==> src/rtl/reorder_buffer_pkg.sv <==
// Shared types and constants for the reorder buffer and its retire selector.
package reorder_buffer_pkg;

  localparam int unsigned ROB_IDX_W = 4;
  localparam int unsigned ROB_DEPTH = 1 << ROB_IDX_W;
  localparam int unsigned RETIRE_W  = 2;

  typedef enum logic [1:0] {
    ROB_FREE,
    ROB_PENDING,
    ROB_DONE
  } robStateEnum;

  typedef struct packed {
    logic                 valid;
    logic [31:0]          pc;
    logic [4:0]           rd;
    logic [4:0]           rd_old;
    logic                 RegWrite;
    logic                 MemWrite;
    logic [ROB_IDX_W-1:0] robNum;
  } robDispatchStruct;

  typedef struct packed {
    logic                 valid;
    logic [4:0]           reg_addr;
    logic [31:0]          data;
    logic [ROB_IDX_W-1:0] robNum;
  } forwardingStruct;

  typedef struct packed {
    logic                 valid;
    logic [31:0]          pc;
    logic [4:0]           rd;
    logic [4:0]           rd_old;
    logic                 RegWrite;
    logic                 MemWrite;
    logic [ROB_IDX_W-1:0] robNum;
  } robRetireStruct;

  typedef struct packed {
    logic [31:0] pc;
    logic [4:0]  rd;
    logic [4:0]  rd_old;
    logic        RegWrite;
    logic        MemWrite;
  } rob_entry_t;

  function automatic logic [ROB_IDX_W-1:0] rob_inc(input logic [ROB_IDX_W-1:0] i);
    return i + ROB_IDX_W'(1);
  endfunction

  function automatic robRetireStruct make_retire(input rob_entry_t e,
                                                 input logic [ROB_IDX_W-1:0] n);
    robRetireStruct r;
    r.valid    = 1'b1;
    r.pc       = e.pc;
    r.rd       = e.rd;
    r.rd_old   = e.rd_old;
    r.RegWrite = e.RegWrite;
    r.MemWrite = e.MemWrite;
    r.robNum   = n;
    return r;
  endfunction

endpackage

==> src/rtl/reorder_buffer_retire_sel.sv <==
// Head / head+1 DONE check: produces in-order retire valids and retire count.
module rob_retire_sel
  import reorder_buffer_pkg::*;
(
  input  logic [ROB_DEPTH-1:0] done_vec,
  input  logic [ROB_IDX_W-1:0] head,
  output logic [ROB_IDX_W-1:0] idx_a,
  output logic [ROB_IDX_W-1:0] idx_b,
  output logic                 ret_a,
  output logic                 ret_b,
  output logic [1:0]           ret_cnt
);

  always_comb begin
    idx_a   = head;
    idx_b   = rob_inc(head);
    ret_a   = done_vec[idx_a];
    ret_b   = ret_a & done_vec[idx_b];
    ret_cnt = {1'b0, ret_a} + {1'b0, ret_b};
  end

endmodule

==> src/rtl/reorder_buffer.sv <==
// Reorder buffer: dual dispatch, three completion buses, in-order dual retire.
// Define ROB_PERF_EN to add the perf_retired / perf_stall_cycles counters.
module reorder_buffer
  import reorder_buffer_pkg::*;
(
  input  logic                 clk,
  input  logic                 reset,
  input  robDispatchStruct     rob_dispatch_a,
  input  robDispatchStruct     rob_dispatch_b,
  input  forwardingStruct      complete_a,
  input  forwardingStruct      complete_b,
  input  forwardingStruct      complete_c,
  output robRetireStruct       retire_a,
  output robRetireStruct       retire_b,
  output logic                 rob_full,
  output logic                 rob_empty,
  output logic [ROB_IDX_W:0]   rob_count,
  output logic                 rob_error
`ifdef ROB_PERF_EN
  ,
  output logic [31:0]          perf_retired,
  output logic [31:0]          perf_stall_cycles
`endif
);

  robStateEnum          state_q [ROB_DEPTH];
  robStateEnum          state_d [ROB_DEPTH];
  rob_entry_t           entry_q [ROB_DEPTH];
  rob_entry_t           entry_d [ROB_DEPTH];
  logic [ROB_IDX_W-1:0] head_q, head_d;
  logic [ROB_IDX_W:0]   count_q, count_d;
  logic                 error_q, error_d;
  robRetireStruct       retire_a_q, retire_a_d;
  robRetireStruct       retire_b_q, retire_b_d;

  logic [ROB_DEPTH-1:0] done_vec;
  logic [ROB_IDX_W-1:0] idx_a, idx_b;
  logic                 ret_a, ret_b;
  logic [1:0]           ret_cnt;
  logic                 acc_a, acc_b;
  forwardingStruct      comp_bus [3];
  logic                 unused_comp_bits;

  assign comp_bus[0] = complete_a;
  assign comp_bus[1] = complete_b;
  assign comp_bus[2] = complete_c;
  assign unused_comp_bits = ^{complete_a.reg_addr, complete_a.data,
                              complete_b.reg_addr, complete_b.data,
                              complete_c.reg_addr, complete_c.data};

  always_comb begin
    done_vec = '0;
    for (int unsigned i = 0; i < ROB_DEPTH; i++) begin
      done_vec[i] = (state_q[i] == ROB_DONE);
    end
  end

  rob_retire_sel u_retire_sel (
    .done_vec (done_vec),
    .head     (head_q),
    .idx_a    (idx_a),
    .idx_b    (idx_b),
    .ret_a    (ret_a),
    .ret_b    (ret_b),
    .ret_cnt  (ret_cnt)
  );

  always_comb begin
    state_d    = state_q;
    entry_d    = entry_q;
    error_d    = error_q;
    retire_a_d = '0;
    retire_b_d = '0;
    acc_a      = 1'b0;
    acc_b      = 1'b0;
    head_d     = head_q + ROB_IDX_W'(ret_cnt);

    if (ret_a) begin
      retire_a_d     = make_retire(entry_q[idx_a], idx_a);
      state_d[idx_a] = ROB_FREE;
    end
    if (ret_b) begin
      retire_b_d     = make_retire(entry_q[idx_b], idx_b);
      state_d[idx_b] = ROB_FREE;
    end

    // Retiring slots are DONE, so a completion hitting one is already an error
    // and leaves the FREE written above intact.
    for (int unsigned c = 0; c < 3; c++) begin
      if (comp_bus[c].valid) begin
        if (state_q[comp_bus[c].robNum] == ROB_PENDING) begin
          state_d[comp_bus[c].robNum] = ROB_DONE;
        end else begin
          error_d = 1'b1;
        end
      end
    end

    // Dispatch is applied after completion so it overrides a same-slot completion.
    if (rob_dispatch_a.valid) begin
      if (state_q[rob_dispatch_a.robNum] == ROB_FREE) begin
        acc_a = 1'b1;
        state_d[rob_dispatch_a.robNum] = ROB_PENDING;
        entry_d[rob_dispatch_a.robNum] = '{pc:       rob_dispatch_a.pc,
                                           rd:       rob_dispatch_a.rd,
                                           rd_old:   rob_dispatch_a.rd_old,
                                           RegWrite: rob_dispatch_a.RegWrite,
                                           MemWrite: rob_dispatch_a.MemWrite};
      end else begin
        error_d = 1'b1;
      end
    end
    if (rob_dispatch_b.valid) begin
      if (state_q[rob_dispatch_b.robNum] == ROB_FREE &&
          !(acc_a && rob_dispatch_b.robNum == rob_dispatch_a.robNum)) begin
        acc_b = 1'b1;
        state_d[rob_dispatch_b.robNum] = ROB_PENDING;
        entry_d[rob_dispatch_b.robNum] = '{pc:       rob_dispatch_b.pc,
                                           rd:       rob_dispatch_b.rd,
                                           rd_old:   rob_dispatch_b.rd_old,
                                           RegWrite: rob_dispatch_b.RegWrite,
                                           MemWrite: rob_dispatch_b.MemWrite};
      end else begin
        error_d = 1'b1;
      end
    end
    if (rob_dispatch_a.valid && rob_dispatch_b.valid &&
        rob_dispatch_b.robNum != rob_inc(rob_dispatch_a.robNum)) begin
      error_d = 1'b1;
    end

    count_d = count_q + (ROB_IDX_W+1)'(acc_a) + (ROB_IDX_W+1)'(acc_b)
            - (ROB_IDX_W+1)'(ret_cnt);
  end

  always_ff @(posedge clk) begin
    if (reset) begin
      head_q     <= '0;
      count_q    <= '0;
      error_q    <= 1'b0;
      retire_a_q <= '0;
      retire_b_q <= '0;
      for (int unsigned i = 0; i < ROB_DEPTH; i++) begin
        state_q[i] <= ROB_FREE;
      end
    end else begin
      head_q     <= head_d;
      count_q    <= count_d;
      error_q    <= error_d;
      retire_a_q <= retire_a_d;
      retire_b_q <= retire_b_d;
      state_q    <= state_d;
    end
  end

  always_ff @(posedge clk) begin
    entry_q <= entry_d;
  end

  assign retire_a  = retire_a_q;
  assign retire_b  = retire_b_q;
  assign rob_count = count_q;
  assign rob_empty = (count_q == '0);
  assign rob_full  = (count_q >= (ROB_IDX_W+1)'(ROB_DEPTH - 1));
  assign rob_error = error_q;

`ifdef ROB_PERF_EN
  logic [31:0] perf_retired_q, perf_retired_d;
  logic [31:0] perf_stall_q, perf_stall_d;
  logic [32:0] retired_sum;

  always_comb begin
    retired_sum    = {1'b0, perf_retired_q} + 33'(ret_cnt);
    perf_retired_d = retired_sum[32] ? '1 : retired_sum[31:0];
    perf_stall_d   = perf_stall_q;
    if (rob_full && perf_stall_q != '1) begin
      perf_stall_d = perf_stall_q + 32'd1;
    end
  end

  always_ff @(posedge clk) begin
    if (reset) begin
      perf_retired_q <= '0;
      perf_stall_q   <= '0;
    end else begin
      perf_retired_q <= perf_retired_d;
      perf_stall_q   <= perf_stall_d;
    end
  end

  assign perf_retired      = perf_retired_q;
  assign perf_stall_cycles = perf_stall_q;
`endif

endmodule

==> config.mk <==
export PLATFORM = sky130hd
export DESIGN_NAME = reorder_buffer
export DESIGN_NICKNAME = d
export VERILOG_FILES = /design/src/rtl/reorder_buffer_pkg.sv /design/src/rtl/reorder_buffer_retire_sel.sv /design/src/rtl/reorder_buffer.sv
export SDC_FILE = /design/constraint.sdc
export NUM_CORES = 2
export LEC_CHECK = 0
export ABC_CLOCK_PERIOD_IN_PS = 6910
export BUFFER_PORTS_ARGS = -buffer_cell sky130_fd_sc_hd__buf_2
export CAP_MARGIN = 15
export CORE_ASPECT_RATIO = 0.8
export CORE_MARGIN = 2
export CORE_UTILIZATION = 51
export CTS_BUF_LIST = sky130_fd_sc_hd__clkbuf_4
export DETAILED_ROUTE_END_ITERATION = 8
export PLACE_DENSITY = 0.69
export SLEW_MARGIN = 40
export SYNTH_ARGS = -nofsm -noshare
export SYNTH_HDL_FRONTEND = slang
export SYNTH_HIERARCHICAL = 1
export SYNTH_SLANG_ARGS = --single-unit
==> constraint.sdc <==
create_clock -name clk -period 6.91 [get_ports clk]
set_input_delay 0.3455 -clock clk [delete_from_list [all_inputs] [get_ports clk]]
set_output_delay 0.3455 -clock clk [all_outputs]
set_load 0.005 [all_outputs]
=== Word-level counts from Yosys, hierarchy flattened ===
Index checks and enable logic that the tools add are counted.

* Mux-type cells: 78
* Bitwise gates (word level): 29
* $add $sub $neg: 7
* $lt $le $gt $ge: 17
* Reduce and logical (&&, ||, !) cells: 17
* Equality and inequality tests: 21

{| class="wikitable"
|+ Operator list
! kind !! count
|-
| $mux W704 || 4
|-
| $bwmux W704 || 2
|-
| $mux W32 || 12
|-
| $bmux W44 S4 || 2
|-
| $demux W44 S4 || 2
|-
| $mux W44 || 6
|-
| $mux W49 || 2
|-
| $and A16 B16 Y16 || 5
|-
| $not A16 Y16 || 5
|-
| $or A16 B16 Y16 || 5
|-
| $and A32 B32 Y32 || 2
|-
| $not A32 Y32 || 2
|-
| $demux W2 S4 || 7
|-
| $bmux W2 S4 || 5
|-
| $ge A5 B5 Y1 const B || 7
|-
| $lt A5 B1 Y1 const B || 7
|-
| $not A4 Y5 || 7
|-
| $mux W2 || 17
|-
| $eq A2 B2 Y1 const B || 16
|-
| $mux W1 || 17
|-
| $logic_and A1 B1 Y1 || 11
|-
| $add A5 B1 Y5 || 2
|-
| $lt A4 B5 Y1 const B || 2
|-
| $add A4 B1 Y4 const B || 2
|-
| other kinds (14) || 20
|}

* Register bits after elaboration: 844
* Output and inout port bits: 106
* Logic and storage cells: 282
* Input bits: 226

=== Depth between registers and ports, before layout ===
* Depth in word-level cells: 25
* Mapped depth: 18
* Gate-level depth less buffers: 15

=== Cells and area by module ===
Netlist, hierarchy kept.

{| class="wikitable"
|+ By module, submodules not included
! module !! cells each !! area an instance (um2) !! instances !! seq. area each (um2)
|-
| reorder_buffer || 4,468 || 46,228.1 || 1 || 16,896.2
|-
| rob_retire_sel || 53 || 488.0 || 1 || 0.0
|}

=== Worst setup path after synthesis ===
OpenSTA, ideal clock, no wires.

* Kind: input to register
* Start point: in rob_dispatch_a[1] (netlist bit)
* End point: reg count_q[4] (netlist: rob_count[4])
* Path buffers: 3
* Library setup time: 0.128 ns
* Required time: 6.782 ns
* Arrival: 3.688 ns
* Cell stages on the path: 17
* Setup slack: 3.095 ns
* Cell sequence: buf_2 > nor3_1 > a21oi_1 > a2111oi_1 > o41a_1 > buf_6 > buf_6 > inv_1 > ha_1 > inv_1 > fa_1 > fa_1 > a21oi_1 > nor2_1 > nor2_1 > xor2_1 > nor2_1

* Cells in the longest elaborated chain, start to end: 14
* Elaborated cells between the ends (all ways): 16
* Classes of those cells: add/sub: 3; eq/ne: 1; mux: 7; bitwise: 1; reduce/logical: 4

{| class="wikitable"
|+ Ends and longest elaborated chain
! item !! RTL line !! RTL
|-
| start, declared || reorder_buffer.sv:8 || <nowiki>input robDispatchStruct rob_dispatch_a,</nowiki>
|-
| parallel branches: the longest is 12 deep, another holds $add A5 B1 Y5 || - ||
|-
| $add A5 B1 Y5 (*) || reorder_buffer.sv:132 || <nowiki>count_d = count_q + (ROB_IDX_W+1)'(acc_a) + (ROB_IDX_W+1)'(acc_b)</nowiki>
|-
| $sub A5 B2 Y5 (*) || reorder_buffer.sv:133 || <nowiki>- (ROB_IDX_W+1)'(ret_cnt);</nowiki>
|-
| end signal, assigned || reorder_buffer.sv:148 || <nowiki>count_q <= count_d;</nowiki>
|-
| end, declared || reorder_buffer.sv:31 || <nowiki>logic [ROB_IDX_W:0] count_q, count_d;</nowiki>
|}

Mark *: on every way between the ends. The select of a mux whose other input is x is not followed.
A chain may end at the register's enable or synchronous reset.

==> summary.md <==
| Metric | Value |
|---|---|
| PwrDens | about 280 mW/mm2 |
| Placed standard-cell area | between 0.04 and 0.05 mm2 |
| Number of design-rule violations left by the first detailed-router iteration | 4890 |
| Area growth syn-to-layout | 12.6% |
| Number of buffers added for setup after CTS | 0 |
| Shortest period the worst path allows | approximately 4700 ps |
| Share of layout cells above drive strength 1 | approximately 24% |
| Switching share of power | 29.6% |
| Clk network pwr share | between 20% and 30% |
| Delay of the slowest cell on the worst path | about 770 ps |
| Post-route worst hold slack | 106 ps |
| Post-route design area | 0.0526 mm2 |
| Share of power burned in registers | roughly 48% |
| Count of input and output buffers | 220 |
| Maximum clock frequency | approximately 210 MHz |
| CP Launch Type | register |
| Number of routed nets with antenna violations | 0 |
| Fraction of the cycle the final worst path needs | just under 70% |
| Number of antenna violations at the first check in global routing | 14 |
| Overall die height | around 270 um |
| Vias after detailed routing | ~38000 |
| Sequential cell area fraction in the yosys report | around 36% |
| Kind of cell adding the most delay to the critical path | buffers and inverters |
| Maxcap violations | 0 |
| Slew Limit Headroom | between 30% and 40% |
| PostCTS Resize Cnt | 0 |
| Unrepaired setup endpoints after global routing | no |
| Internal power | between 10000 and 15000 uW |
| Skew final | 68.2 ps |
| Multi-input combinational cell area | roughly 0.028 mm2 |
| Synthesis Warnings | 6 |
| Clk Tree Root Cell | sky130_fd_sc_hd__clkbuf_4 |
| Clock slew at reported path FFs | ~70 ps |
| Global route total overflow | 0 |
| First-pass GRT wire length | ~230000 um |
| Wire per inst | approximately 25 um |
| Post-Synthesis Cell Area | around 0.047 mm2 |
| FF+latch count, synth | approximately 840 |
| Count of hold-fix buffers inserted at cts | ~170 |
| Biggest area consumer among synthesized cells | sky130_fd_sc_hd__dfxtp_1 |
| Library cell appearing most often on the critical path | sky130_fd_sc_hd__buf_4 |
| Leading cell types by count after synthesis | sky130_fd_sc_hd__dfxtp_1, sky130_fd_sc_hd__mux2i_1, sky130_fd_sc_hd__nand2_1, sky130_fd_sc_hd__o21ai_0, sky130_fd_sc_hd__mux4_2 |
| Maximum number of pins on one net before global-route repair | 89 |
| Peak VDD IR | between 0.00015 and 0.0002 V |
| Total power of the final layout | 15000 uW |
| Logic pwr share | between 20% and 30% |
| Final Hold Fails | 0 |
| Startpoint-to-endpoint class of the critical path | reg2reg |
| Post-detailed-placement half-perimeter wirelength | 84600 um |
| Number of max-slew violations in the final report | 0 |
| Number of setup violations in the final report | 0 |
| Clock sinks | approximately 840 |
| Reg area | approximately 0.017 mm2 |
| Number of global-route vias before repair | 36700 |
| Core Rows | between 90 and 100 |
| Die Outline Area | between 0.09 and 0.1 mm2 |
| Most frequently used flop master after synthesis | sky130_fd_sc_hd__dfxtp_1 |
| Required arrival time at the worst endpoint | approximately 8000 ps |
| Boundary Pins | between 300 and 400 |
| Worst-path maximum fanout | 58 |
| Initial cell density of the core | between 50% and 60% |
| WP buf/inv | 3 |
| Horizontal die dimension | roughly 340 um |
| Net switching power of the design | approximately 4400 uW |
| Slowest-stage cell, CP | sky130_fd_sc_hd__o41a_2 |
| Filler cell count in the final layout | 7752 |
| CTS Buf Count | 214 |
| Critical path data arrival time | roughly 5700 ps |
| Count leader, synth | sky130_fd_sc_hd__dfxtp_1 |
| Post-detailed-route via-to-cell ratio | 6.30 |
| Number of synthesized flops with an enable pin | 0 |
| Slew at the pin with the worst max-slew slack | 922 ps |
| Net total in the final layout | 4930 |
| Placer's final routability congestion estimate | about 0.88 |
| Worst-skew pair later-pin latency | around 1100 ps |
| H-tree depth | 4 |
| Syn Inst Count | ~4500 |
| Tightest Hold Check Type | in2reg |
| CTS tree | yes |
| Status | finished, final reports clean |
| Average cell area after synthesis | roughly 10 um2 |
| Leakage power | between 0.02 and 0.025 uW |
| Post-synth ARST share | 0% |
| Top post-synthesis cells by area | sky130_fd_sc_hd__dfxtp_1, sky130_fd_sc_hd__mux4_2, sky130_fd_sc_hd__mux2i_1 |
| Pre-Repair DR Iteration Count | 6 |
| Longest Clk Path Bufs | 3 |
| Area inside the core boundary | roughly 0.091 mm2 |
| Overall track demand over capacity in global routing | between 30% and 40% |
| Crit-path cells | nor2_1, mux4_2, and3_1, o41a_2, a211oi_4, buf_4, buf_4, o21ai_0, dlygate4sd3_1 |
| Post-detailed-routing wire length | about 150000 um |
| Synth cell types | between 60 and 70 |
| Number of nets in the synthesized netlist | 4765 |
| Top-area cell type share of the netlist area | 36.2% |
| Crit path capture type | register |
| Setup TNS | 0 ps |
| Detailed-route DRC error count | 0 |
==> power by group through the flow <==
stage | sequential, uW | combinational [uW] | clock (uW)
finish | 7170 | 3510 | 4290
global route | 7340 | 3820 | 4620
detailed placement | 7230 | 3290 | 0
global placement | 7140 | 3160 | 0
CTS | 7140 | 3460 | 4360
floorplan | 6930 | 2730 | 0
==> per-stage QoR <==
step	cells	setup WS, ps	util, %
final	6054	2190	57.8
after floorplan	4521	3090	-
after CTS	6043	2310	57.7
after global routing	6050	2060	57.8
after global placement	5507	2020	52.8
after detailed placement	5510	2320	53.0
==> path summary, 6_finish.rpt <==
| path | startpoint | endpoint | slack [ps] | depth (start not counted) |
|---|---|---|---|---|
| hold / removal | complete_a[0] | state_q[11] | 110 | 4 |
| setup reg to reg | state_q[7] | entry_q[616] | 2190 | 9 |
| hold reg to reg | state_q[25] | state_q[25] | 530 | 2 |
| setup / recovery | state_q[7] | entry_q[616] | 2190 | 9 |
==> state kept, by name, indices dropped and copies added, names as in the netlist <==
name and cells:
entry_q 704, head_q 4, retire_a 49, retire_b 49, rob_count 5, rob_error 1, state_q 32
==> worst min-delay path, delay by kind of cell <==
| kind | cells | cell delay [ps] |
|---|---|---|
| AO/OA/AOI/OAI | 2 | 290 |
| AND/OR/NAND/NOR | 1 | 340 |
| buffers and inverters | 1 | 220 |
==> per-layer routing <==
metal	routed length, um	vias to the layer above	track usage (%)
met1	62200	18500	45.1
met5	99	-	0
met3	17700	392	7.52
li1	-	16900	-
met4	4970	16	12.5
met2	68700	2305	49.5
==> cell type report <==
| type | count | area share [%] |
|---|---|---|
| antenna | 8 | 0.0381 |
| clock buffer | 304 | 4.34 |
| clock inverter | 60 | 0.692 |
| inverter | 29 | 0.224 |
| multi-input combinational | 3129 | 52.9 |
| sequential | 844 | 32.2 |
| tap | 1212 | 2.88 |
| timing repair buffer | 468 | 6.75 |
==> logic make-up after synthesis <==
kind of cell	Yosys count	share of synthesized area, %
AOI/OAI and AO/OA	851	10.2
xor gates and xnor gates	14	0.262
adders and majority gates	18	0.530
buffers and inverters	548	4.95
DFF	844	36.2
muxes	1195	38.0
and+or+nand+nor	1051	9.83
==> cell usage in the layout (no fill, tap or decap), types with 26 or more instances in the layout <==
cell / n
sky130_fd_sc_hd__a21oi_1: 137
sky130_fd_sc_hd__mux4_2: 461
sky130_fd_sc_hd__dfxtp_1: 840
sky130_fd_sc_hd__inv_1: 26
sky130_fd_sc_hd__nand3_1: 35
sky130_fd_sc_hd__nor2_1: 177
sky130_fd_sc_hd__dlygate4sd3_1: 169
sky130_fd_sc_hd__clkinv_1: 42
sky130_fd_sc_hd__nor2b_1: 33
sky130_fd_sc_hd__mux2i_1: 728
sky130_fd_sc_hd__o21ai_1: 27
sky130_fd_sc_hd__and2_1: 103
sky130_fd_sc_hd__clkbuf_4: 304
sky130_fd_sc_hd__o21ai_0: 553
sky130_fd_sc_hd__buf_2: 220
sky130_fd_sc_hd__buf_4: 53
sky130_fd_sc_hd__nand2_1: 606
sky130_fd_sc_hd__a21oi_2: 30
(Power assumes the default switching activity.)
